### src/rtl/seq_detect_mealy_p.sv
// Parametrised Mealy sequence detector with a run-time-loadable pattern.
// The matched-prefix fallback (KMP-style) is derived combinationally from the
// pattern register every cycle, so a newly loaded pattern takes effect at once.
// outp is same-cycle; outp_q and the saturating match_cnt are registered.
module seq_detect_mealy_p #(
  parameter int               PAT_W   = 4,
  parameter logic [PAT_W-1:0] PATTERN = 4'b1011,
  parameter bit               OVERLAP = 1'b1,
  parameter int               CNT_W   = 8
) (
  input  logic                       clk,
  input  logic                       rst,
  input  logic                       inp,
  input  logic                       inp_valid,
  input  logic                       pat_load,
  input  logic [PAT_W-1:0]           pat_in,
  input  logic                       cnt_clr,
  output logic                       outp,
  output logic                       outp_q,
  output logic [CNT_W-1:0]           match_cnt,
  output logic [$clog2(PAT_W)-1:0]   state_o
);

  localparam int SW = $clog2(PAT_W);
  localparam logic [SW-1:0]    LAST_ST = SW'(PAT_W - 1);
  localparam logic [CNT_W-1:0] CNT_MAX = '1;

  // State k = number of leading pattern bits currently matched (0..PAT_W-1).
  typedef logic [SW-1:0] state_t;

  state_t             state_q, state_d;
  logic [PAT_W-1:0]   pat_q, pat_d;
  logic [CNT_W-1:0]   cnt_q, cnt_d;
  logic               outp_q_r;
  state_t             fb_state;

  // Registers: state, pattern, registered match flag and match counter.
  always_ff @(posedge clk or posedge rst) begin
    if (rst) begin
      state_q  <= '0;
      pat_q    <= PATTERN;
      cnt_q    <= '0;
      outp_q_r <= 1'b0;
    end else begin
      state_q  <= state_d;
      pat_q    <= pat_d;
      cnt_q    <= cnt_d;
      outp_q_r <= outp;
    end
  end

  // Fallback: longest j <= k+1 (capped at PAT_W-1) such that the last j bits of
  // (prefix_k, inp) equal the first j pattern bits. The prefix bits are pattern
  // bits themselves, so only inp and the pattern register are compared.
  // With k = PAT_W-1 and a matching bit this yields the longest proper border.
  always_comb begin
    int  k;
    logic ok;
    fb_state = '0;
    k        = int'(state_q);
    ok       = 1'b0;
    for (int j = 1; j < PAT_W; j++) begin
      ok = (j <= k + 1) && (inp == pat_q[PAT_W-j]);
      for (int m = 0; m < PAT_W - 1; m++) begin
        if (ok && (m < j - 1)) begin
          if (pat_q[PAT_W-2-k+j-m] != pat_q[PAT_W-1-m]) ok = 1'b0;
        end
      end
      if (ok) fb_state = SW'(j);
    end
  end

  // Next-state, pattern load, Mealy output and counter update.
  always_comb begin
    state_d = state_q;
    pat_d   = pat_q;
    cnt_d   = cnt_q;
    outp    = inp_valid & ~pat_load & (state_q == LAST_ST) & (inp == pat_q[0]);

    if (pat_load) begin
      pat_d   = pat_in;
      state_d = '0;
    end else if (inp_valid) begin
      if (outp && !OVERLAP) state_d = '0;
      else                  state_d = fb_state;
    end

    if (cnt_clr)                        cnt_d = '0;
    else if (outp && cnt_q != CNT_MAX)  cnt_d = cnt_q + 1'b1;
  end

  assign outp_q    = outp_q_r;
  assign match_cnt = cnt_q;
  assign state_o   = state_q;

endmodule

### config.mk
export PLATFORM = sky130hd
export DESIGN_NAME = seq_detect_mealy_p
export DESIGN_NICKNAME = d
export VERILOG_FILES = /design/src/rtl/seq_detect_mealy_p.sv
export SDC_FILE = /design/constraint.sdc
export NUM_CORES = 1
export LEC_CHECK = 0
export ABC_AREA = 0
export ABC_CLOCK_PERIOD_IN_PS = 1970
export CAP_MARGIN = 20
export CORE_UTILIZATION = 45
export CTS_BUF_LIST = sky130_fd_sc_hd__clkbuf_8
export DETAILED_ROUTE_END_ITERATION = 6
export HOLD_SLACK_MARGIN = 0.02
export MAX_ROUTING_LAYER = met4
export PLACE_DENSITY = 0.77
export RECOVER_POWER = 50
export SLEW_MARGIN = 10
export SYNTH_ARGS = -nofsm -noshare
export SYNTH_HDL_FRONTEND = slang
export SYNTH_SLANG_ARGS = --single-unit
### constraint.sdc
create_clock -name clk -period 1.97 [get_ports clk]
set_input_delay 0.197 -clock clk [delete_from_list [all_inputs] [get_ports clk]]
set_output_delay 0.197 -clock clk [all_outputs]
set_load 0.05 [all_outputs]
Word level (Yosys, flattened, before mapping):

Index checks and enable logic that the tools add are counted.

* $add $sub $neg: 6
* magnitude comparators: 6
* eq/ne operators: 9
* muxes and demuxes: 22
* bitwise operators: 4
* reductions and logical operators: 6

Operators with widths (count)
* 2-bit by 32-bit less-or-equal comparator with 1-bit output, first input constant: 1
* 3-bit by 32-bit less-or-equal comparator with 1-bit output, first input constant: 1
* 32-bit by 4-bit less-than comparator with 1-bit output, second input constant: 1
* 8-bit 2-to-1 mux: 2
* 1-bit 2-to-1 mux: 13
* 3-bit by 3-bit adder with 4-bit output, second input constant: 2
* 8-bit by 1-bit adder with 8-bit output, second input constant: 1
* 2-bit 2-to-1 mux: 4
* 8-bit != test, second input constant: 1
* 1-bit binary-select mux with 2-bit select: 3
* 5-bit by 4-bit less-than comparator with 1-bit output, second input constant: 1
* 4-bit by 2-bit subtractor with 5-bit output, second input constant: 1
* 1-bit == test: 4
* 1-bit logical AND: 4
* 4-bit less-than comparator, second input constant: 1
* 2-bit nonzero test: 2
* 2-bit by 1-bit adder with 3-bit output, second input constant: 1
* 1-bit bitwise AND: 3
* 2-bit by 3-bit less-or-equal comparator with 1-bit output, first input constant: 1
* 1-bit != test: 3
* 2-bit by 2-bit subtractor with 3-bit output, first input constant: 1
* 2-bit == test, second input constant: 1
* 1-bit NOT: 1

* flip-flop bits (word level): 15
* bits of input ports: 10
* output and inout bits: 12
* word-level logic and storage cells: 57

Depth between registers and ports, before layout:

Gate-level depths: netlist of the first run.

* depth in word-level cells: 12
* mapped depth: 7
* gate-level depth less buffers: 7

Worst setup path before layout of the first run:

No wires, ideal clock.

* kind: reg2reg
* start: register state_q[0], in the netlist state_o[0]
* end: register cnt_q[7], in the netlist match_cnt[7]
* library setup time: 0.072 ns
* arrival time: 2.279 ns
* required time: 1.898 ns
* setup slack: -0.381 ns
* stages on the path, launching flop included: 7
* path buffers: 0
* period minus slack after synthesis: 2.351 ns
* cells stage by stage: dfrtp_1 > ha_1 > nand3b_1 > nor2_1 > nand4_1 > xor2_1 > nor2_1

* cells in the longest elaborated chain, start to end: 5

Ends and longest elaborated chain
* from (decl): RTL line 31 `state_t state_q, state_d;`
* from (signal assigned): RTL line 45 `state_q <= state_d;`
* 2-bit == test: RTL line 78 `outp = inp_valid & ~pat_load & (state_q == LAST_ST) & (inp == pat_q[0]);`
* 1-bit bitwise AND (2 in series): RTL line 78
* net outp: RTL line 18 `output logic outp,`
* 1-bit logical AND: RTL line 89 `else if (outp && cnt_q != CNT_MAX) cnt_d = cnt_q + 1'b1;`
* 2-bit nonzero test (no line)
* to (signal assigned): RTL line 47 `cnt_q <= cnt_d;`
* to (decl): RTL line 33 `logic [CNT_W-1:0] cnt_q, cnt_d;`

The timed path passes the listed nets, and every way through them passes these cells.
A chain may end at the register's enable or synchronous reset.

Worst setup path in the final report of the first run:

* start: register state_q[0], in the netlist state_o[0]
* end: register state_q[0], in the netlist state_o[0]

* cells in the longest elaborated chain, start to end: 12
* elaborated cells between the ends (all ways): 34
* classes of those cells: 5 x add/sub; 3 x order compare; 3 x eq/ne; 20 x mux; 3 x reduce/logical

Ends and longest elaborated chain
* 2-bit by 2-bit subtractor with 3-bit output: RTL line 66 `if (pat_q[PAT_W-2-k+j-m] != pat_q[PAT_W-1-m]) ok = 1'b0;`
* 3-bit by 3-bit adder with 4-bit output: RTL line 66
* 4-bit by 2-bit subtractor with 5-bit output / 1-bit binary-select mux with 2-bit select (equally long branches): RTL line 66
* 1-bit binary-select mux with 2-bit select / 1-bit 2-to-1 mux (equally long branches): RTL line 66
* 1-bit 2-to-1 mux (implied by the code): RTL line 66
* 1-bit 2-to-1 mux (implied by the code) / 1-bit != test (equally long branches): RTL line 66
* 1-bit != test / 1-bit 2-to-1 mux (equally long branches): RTL line 66
* 1-bit 2-to-1 mux, on equally long branches: RTL line 66, 65
* 1-bit 2-to-1 mux / 2-bit 2-to-1 mux (equally long branches): RTL line 65, 69
* 2-bit 2-to-1 mux *: RTL line 69 `if (ok) fb_state = SW'(j);`
* 2-bit 2-to-1 mux *: RTL line 83 `end else if (inp_valid) begin`
* 2-bit 2-to-1 mux *: RTL line 80 `if (pat_load) begin`

Every way passes the cells marked *; elsewhere a longest branch is shown, timed or not. The select of a mux whose other input is x is not followed.

==> summary.txt, run 1 <==
Timing
  • Final worst slack: 0.117 ns
  • Fin crit share: 94.1%
  • Minimum clock period: 1.85 ns
  • Worst clock skew: 0.000676 ns
  • Setup TNS: 0 ns
  • Final hold viol count: 0
  • Slew @ Worst Pin: 0.559 ns
  • Final setup viols: 0
  • RSZ-0062 raised after global routing: false
  • Pins Over Slew Limit: 0
  • Relative slew margins: 62.7%
  • Peak Freq: 540 MHz

Synthesis
  • Top_reg_cell synth: dfrtp_1
  • Synth Area per Inst: 9.71 µm²
  • Post-synth EDFFs: 0
  • Yosys cell types: 35
  • Post-synth ARST share: 100%
  • Seq cells post-synth: 15
  • Seq/Total Area, Yosys: 42.0%
  • Synthesis warning total: 0
  • Post-synthesis cell area: 903 µm²
  • Syn Nets: 107
  • Synthesized instance count: 93

Floorplan
  • Width of the die: 46.8 µm
  • Top-Level Pins: 22
  • Core box area: 0.00180 mm²
  • Num rows: 15
  • Total die area: 0.00219 mm²
  • Initial Util: 50.1%
  • Die H: 46.8 µm

Critical path
  • Crit. End Element: register
  • Critical path peak fanout: 7
  • CP Launch Type: register
  • Crit Path Category: register to register
  • Crit path DAT: 2.00 ns
  • Cell Chain, Critical Path: inv_2 > ha_4 > inv_2 > nor3_1 > a311o_1 > a211o_1 > a311oi_1
  • Slowest CP cell: dfrtp_2
  • Critical R2R Launch: state_o[0]$_DFFE_PP0P_
  • Req. time, crit path: 2.12 ns
  • Crit path from: state_o[0]$_DFFE_PP0P_
  • Critical path's largest stage delay: 0.40 ns
  • Reg2reg setup slack: 0.12 ns
  • CP delay by family, top: compound AO/OA/AOI/OAI gates
  • Buffers & Inverters on Critical Path: 2
  • Most frequent CP cell: inv_2

Place
  • Placer Congestion: 0.783
  • Pre-CTS WS: 0.0550 ns
  • HPWL Detailed: 1.50 mm
  • Port Buf Inserts: 21

Pwr
  • Worst vdd ir: 0.535 mV
  • P_sw: 209 µW
  • Clk network pwr share: 33.1%
  • Comb pwr share: 20.6%
  • Sw Ratio: 28.2%
  • Sequential Power Share: 46.3%
  • Cell Int Power: 533 µW
  • LEAKAGE: 0.000508 µW
  • Pwr/cell area: 611 mW/mm²

Clock network
  • Setup bufs post-CTS: 0
  • Num Clock Sinks: 15
  • H-tree lvl count: 1
  • CTS buffer count: 3
  • Longest Clk Path Bufs: 2
  • CTS Root Buffer Type: clkbuf_8
  • TritonCTS clock tree: done
  • Post-cts sizing count: 0
  • Hold_buf cts: 0
  • Clock Latency Late Sink: 0.25 ns
  • Clock-pin slew on the worst setup and hold paths: 0.06 ns

Layout
  • Layout cells sized above 1: 15.3%
  • Layout area overhead: 34.5%
  • Layout fillers: 155
  • Antenna cell count: 0
  • Final core occ: 67.4%
  • Final nets: 133

Detailed routing
  • DRC: 0
  • Iter 0 DRT Violations: 20
  • Detailed Routing Iterations Pass 1: 4
  • Wirelength per Cell: 13.8 µm
  • DRT antenna net count: 0
  • Final WL: 1.97 mm
  • Vias: 780
  • Avg Vias per Cell: 5.45

Global routing
  • First-pass GRT wire length: 3.14 mm
  • Initial antenna violation count: 0
  • Total GRT Usage: 20.9%
  • Vias in the first global route: 702
  • Largest net degree at the start of global routing: 16
  • GR Overflow Total: 0

Flow run
  • Max-capacitance violation count: 0

Run status
  • Status: finished clean

Hold path
  • Min-Delay Path Class: input pin to asynchronous set/reset pin
cells in the mapped netlist (3+ instances only):
cell / count / share of area (%)
nor2_1: 13 / 5.4
inv_2: 3 / 1.2
o21ai_0: 4 / 2.2
dfrtp_1: 12 / 33
xor2_1: 9 / 8.7
a311oi_1: 3 / 2.9
nand4_1: 4 / 2.8
inv_1: 3 / 1.2
nand2_1: 6 / 2.5
ha_1: 4 / 5.5
xnor2_1: 3 / 2.9
dfstp_2: 3 / 8.7
routing by layer:
metal,part of all wire [%],vias to the layer above,track usage [%],routed length [µm]
met4,0.20,0,5.71,4
met3,3.9,2,5.00,76
met2,47,22,29.2,918
met5,0,-,-,0
li1,-,378,-,-
met1,49,378,30.1,972
cell families (layout without fill, tap and decap cells):
family	after synthesis	count (layout)	share of synthesized area [%]
AO/OA/AOI/OAI	16	16	13.7
flip-flops	15	15	42.0
buffers and inverters	9	34	4.71
adder cells (fa/ha/maj)	4	4	5.54
multiplexers	4	4	4.71
XOR/XNOR	12	12	11.6
AND/OR/NAND/NOR	33	33	17.7
registers in the layout, summed over array words and instances, names as in the netlist:
| register | count |
|---|---|
| match_cnt | 8 |
| pat_q | 4 |
| state_o | 2 |
| outp_q | 1 |
power by group through the flow:
stage                     logic [µW]  registers, µW  clock network [µW]
after floorplan                 96.2            357                   0
after global placement           151            348                   0
after detailed placement         154            350                   0
after CTS                        155            345                 250
after global routing             168            345                 265
final                            153            343                 246
worst paths after layout:
check                                           endpoint  cells after the start
worst max-delay path              state_o[0]$_DFFE_PP0P_                      7
worst min-delay path            match_cnt[3]$_DFFE_PP0P_                      2
worst max register to register    state_o[0]$_DFFE_PP0P_                      7
worst min register to register  match_cnt[4]$_DFFE_PP0P_                      2
max in group asynchronous         state_o[0]$_DFFE_PP0P_                      2
min in group clk                    pat_q[3]$_DFFE_PP1P_                      3
cells in the final DEF, fill, tap and decap left out, types with 3 or more instances in the layout:
cell type        count
clkbuf_8             3
ha_1                 3
o21ai_0              4
dfrtp_2              3
inv_2                3
xor2_1               9
a311oi_1             3
xnor2_1              3
nand4_1              4
dfrtp_1              9
inv_1                4
nor2_1              13
clkdlybuf4s50_1     18
nand2_1              6
layout make-up:
cell class	instances	area (µm²)	share of cell area [%]
sequential	15	383	31.5
inverter	6	22.5	1.85
clock inverter	1	3.75	0.309
timing repair buffer	24	239	19.7
clock buffer	3	41.3	3.40
tap	25	31.3	2.57
multi-input combinational	69	494	40.7
per-stage QoR:
step | cell area (µm²) | std cells | hold WS, ns | power (µW)
finish | 1210 | 143 | 0.433 | 742
global route | 1210 | 143 | 0.500 | 778
CTS | 1220 | 143 | 0.313 | 750
detailed placement | 1180 | 139 | 0.555 | 504
global placement | 1180 | 139 | 0.537 | 499
floorplan | 922 | 93 | 0.0961 | 453
worst reg2reg max path, stage by stage, from the launching register on:
cell and delay (ns):
dfrtp_2 0.40, inv_2 0.12, ha_4 0.24, inv_2 0.08, nor3_1 0.05, a311o_1 0.33, a211o_1 0.28, a311oi_1 0.26
(Power assumes the default switching activity.)
==> inputs of run 2 (changes only) <==
- ABC_CLOCK_PERIOD_IN_PS: 1970 -> 2400
- CORE_UTILIZATION: 45 -> 54
- PLACE_DENSITY: 0.77 -> 0.86
- clock period: 1.97 -> 2.4 ns (I/O delays scaled with it)
==> run 2 against run 1 <==
- sequential power decreased by 17%
- sequential cell count unchanged
- global-route usage increased by 2.9 points
- maximum frequency decreased by 13%
- clock skew about the same
- largest cell class unchanged
- sequential share of layout area increased by 0.82 points
==> summary.txt, run 2 (same netlist as run 1, synthesis figures left out) <==
Run status
  • Status: finished clean

Clock network
  • Clock Latency Late Sink: 0.24 ns (about the same)
  • Num Clock Sinks: 15 (unchanged)
  • Clock-pin slew on the worst setup and hold paths: 0.06 ns (about the same)
  • TritonCTS clock tree: done
  • Longest Clk Path Bufs: 2 (unchanged)
  • Hold_buf cts: 0 (unchanged)
  • CTS Root Buffer Type: clkbuf_8
  • CTS buffer count: 3 (unchanged)
  • Setup bufs post-CTS: 0 (unchanged)
  • H-tree lvl count: 1 (unchanged)
  • Post-cts sizing count: 0 (unchanged)

Floorplan
  • Initial Util: 58.6% (+8.5 points)
  • Die H: 42.9 µm (-8.3%)
  • Total die area: 0.00184 mm² (-16%)
  • Top-Level Pins: 22 (unchanged)
  • Num rows: 14 (-1)
  • Core box area: 0.00154 mm² (-14%)
  • Width of the die: 42.9 µm (-8.3%)

Timing
  • Relative slew margins: 62.2% (-0.47 points)
  • Slew @ Worst Pin: 0.566 ns (+0.00712 ns)
  • Fin crit share: 88.3% (-5.8 points)
  • Pins Over Slew Limit: 0 (unchanged)
  • Hold slack: 0.483 ns (+0.0494 ns)
  • RSZ-0062 raised after global routing: false
  • Minimum clock period: 2.12 ns (+0.265 ns)
  • Final hold viol count: 0 (unchanged)
  • Final setup viols: 0 (unchanged)
  • Worst clock skew: 0.000829 ns (+0.000153 ns)
  • Setup TNS: 0 ns (unchanged)
  • Peak Freq: 472 MHz (-13%)

Critical path
  • Critical path peak fanout: 8 (+1)
  • Critical path's largest stage delay: 0.48 ns (+0.08 ns)
  • Slowest CP cell: dfrtp_1
  • Cell Chain, Critical Path: inv_2 > ha_1 > inv_2 > nor3_1 > a311o_1 > a211o_1 > a311oi_1
  • Crit path DAT: 2.26 ns (+0.26 ns)
  • CP Launch Type: register
  • Req. time, crit path: 2.54 ns (+0.42 ns)
  • Crit Path Category: register to register
  • Crit. End Element: register
  • Most frequent CP cell: inv_2

Layout
  • Max reg flops: 8 (unchanged)
  • Commonest non-fill, non-tap cell in the layout: clkdlybuf4s50_1
  • Finished Cell Area: 0.00117 mm² (-3.5%)
  • Layout fillers: 106 (-32%)
  • Layout cells sized above 1: 10.3% (-4.9 points)
  • Layout area overhead: 29.8%
  • Antenna cell count: 0 (unchanged)
  • Most frequent cells in the layout: clkdlybuf4s50_1, nor2_1, dfrtp_1
  • Final nets: 131 (-1.5%)
  • Fin cells: 132 (-7.7%)

Global routing
  • Initial antenna violation count: 0 (unchanged)
  • Met1 GRT Util: 29.3% (-0.78 points)
  • Largest net degree at the start of global routing: 16 (unchanged)
  • Total GRT Usage: 23.8% (+2.9 points)
  • M2 GR Usage: 38.2% (+9.0 points)
  • GR Overflow Total: 0 (unchanged)
  • Vias in the first global route: 714 (+1.7%)
  • First-pass GRT wire length: 3.20 mm (+2.0%)
  • Grt peak-use layer: met2
  • Met3 Usage GRT: 4.26% (-0.74 points)

Detailed routing
  • Wirelength per Cell: 14.1 µm (+2.1%)
  • DRT antenna net count: 0 (unchanged)
  • Detailed Routing Iterations Pass 1: 4 (unchanged)
  • Iter 0 DRT Violations: 10 (-50%)
  • DRC: 0 (unchanged)
  • Final WL: 1.86 mm (-5.8%)
  • Vias: 741 (-5.0%)
  • Avg Vias per Cell: 5.61 (+2.9%)

Pwr
  • Pwr/cell area: 509 mW/mm² (-17%)
  • LEAKAGE: 0.000504 µW (-0.71%)
  • Total Power: 597 µW (-20%)
  • Worst vdd ir: 0.448 mV (-16%)

Place
  • Dpl cells: 128 (-7.9%)
  • Port Buf Inserts: 21 (unchanged)
  • Placed inst area: 0.00113 mm² (-3.8%)
  • HPWL Detailed: 1.40 mm (-6.4%)
  • Placer Congestion: 0.944 (+20%)

Flow run
  • Max-capacitance violation count: 0 (unchanged)

Hold path
  • Min-Delay Path Class: input pin to asynchronous set/reset pin
run 2: changes by cell type in the layout (fill, tap and decap cells not counted), sizes merged:
cell and change:
buf -2, clkdlybuf4s50 -1, dlygate4sd3 +1
run 2: worst max-delay path: cells and delay by family (launching register included):
kind | cells | cell delay (ns)
flip-flops | 1 | 0.48
AO/OA/AOI/OAI | 3 | 0.87
AND/OR/NAND/NOR | 1 | 0.05
adder cells (fa/ha/maj) | 1 | 0.40
buffers and inverters | 2 | 0.22
run 2: where the power goes:
part | internal [µW] | switching, µW
clock network | 113 | 85.1
registers | 265 | 17.9
logic | 52.5 | 62.8
run 2: cell type report:
class                      instances  area (µm²)  share of cell area (%)
sequential                        15         379                    32.3
clock inverter                     1        3.75                   0.320
inverter                           6        22.5                    1.92
clock buffer                       3        41.3                    3.52
tap                               16        20.0                    1.71
timing repair buffer              22         224                    19.1
multi-input combinational         69         482                    41.1
run 2: path summary, 6_finish.rpt:
kind	from	end	slack, ns	cells past startpoint
max	state_o[0]$_DFFE_PP0P_	state_o[0]$_DFFE_PP0P_	0.28	7
max reg2reg	state_o[0]$_DFFE_PP0P_	state_o[0]$_DFFE_PP0P_	0.28	7
min reg2reg	match_cnt[7]$_DFFE_PP0P_	match_cnt[7]$_DFFE_PP0P_	0.57	2
min in group clk	pat_in[0]	pat_q[0]$_DFFE_PP1P_	0.54	3
max in group asynchronous	rst	pat_q[1]$_DFFE_PP1P_	1.55	2
min	rst	match_cnt[3]$_DFFE_PP0P_	0.48	2
run 2: per-stage QoR:
step	worst slack, ns	utilization [%]
floorplan	0.0491	-
global placement	0.407	73.4
detailed placement	0.295	73.4
CTS	0.282	76.3
global route	0.124	76.1
finish	0.282	76.1
run 2: layer usage:
| layer | routed length [µm] | share of wire, % |
|---|---|---|
| met3 | 72 | 3.9 |
| met1 | 816 | 44 |
| met2 | 954 | 51 |
| met5 | 0 | 0 |
| met4 | 13 | 0.70 |
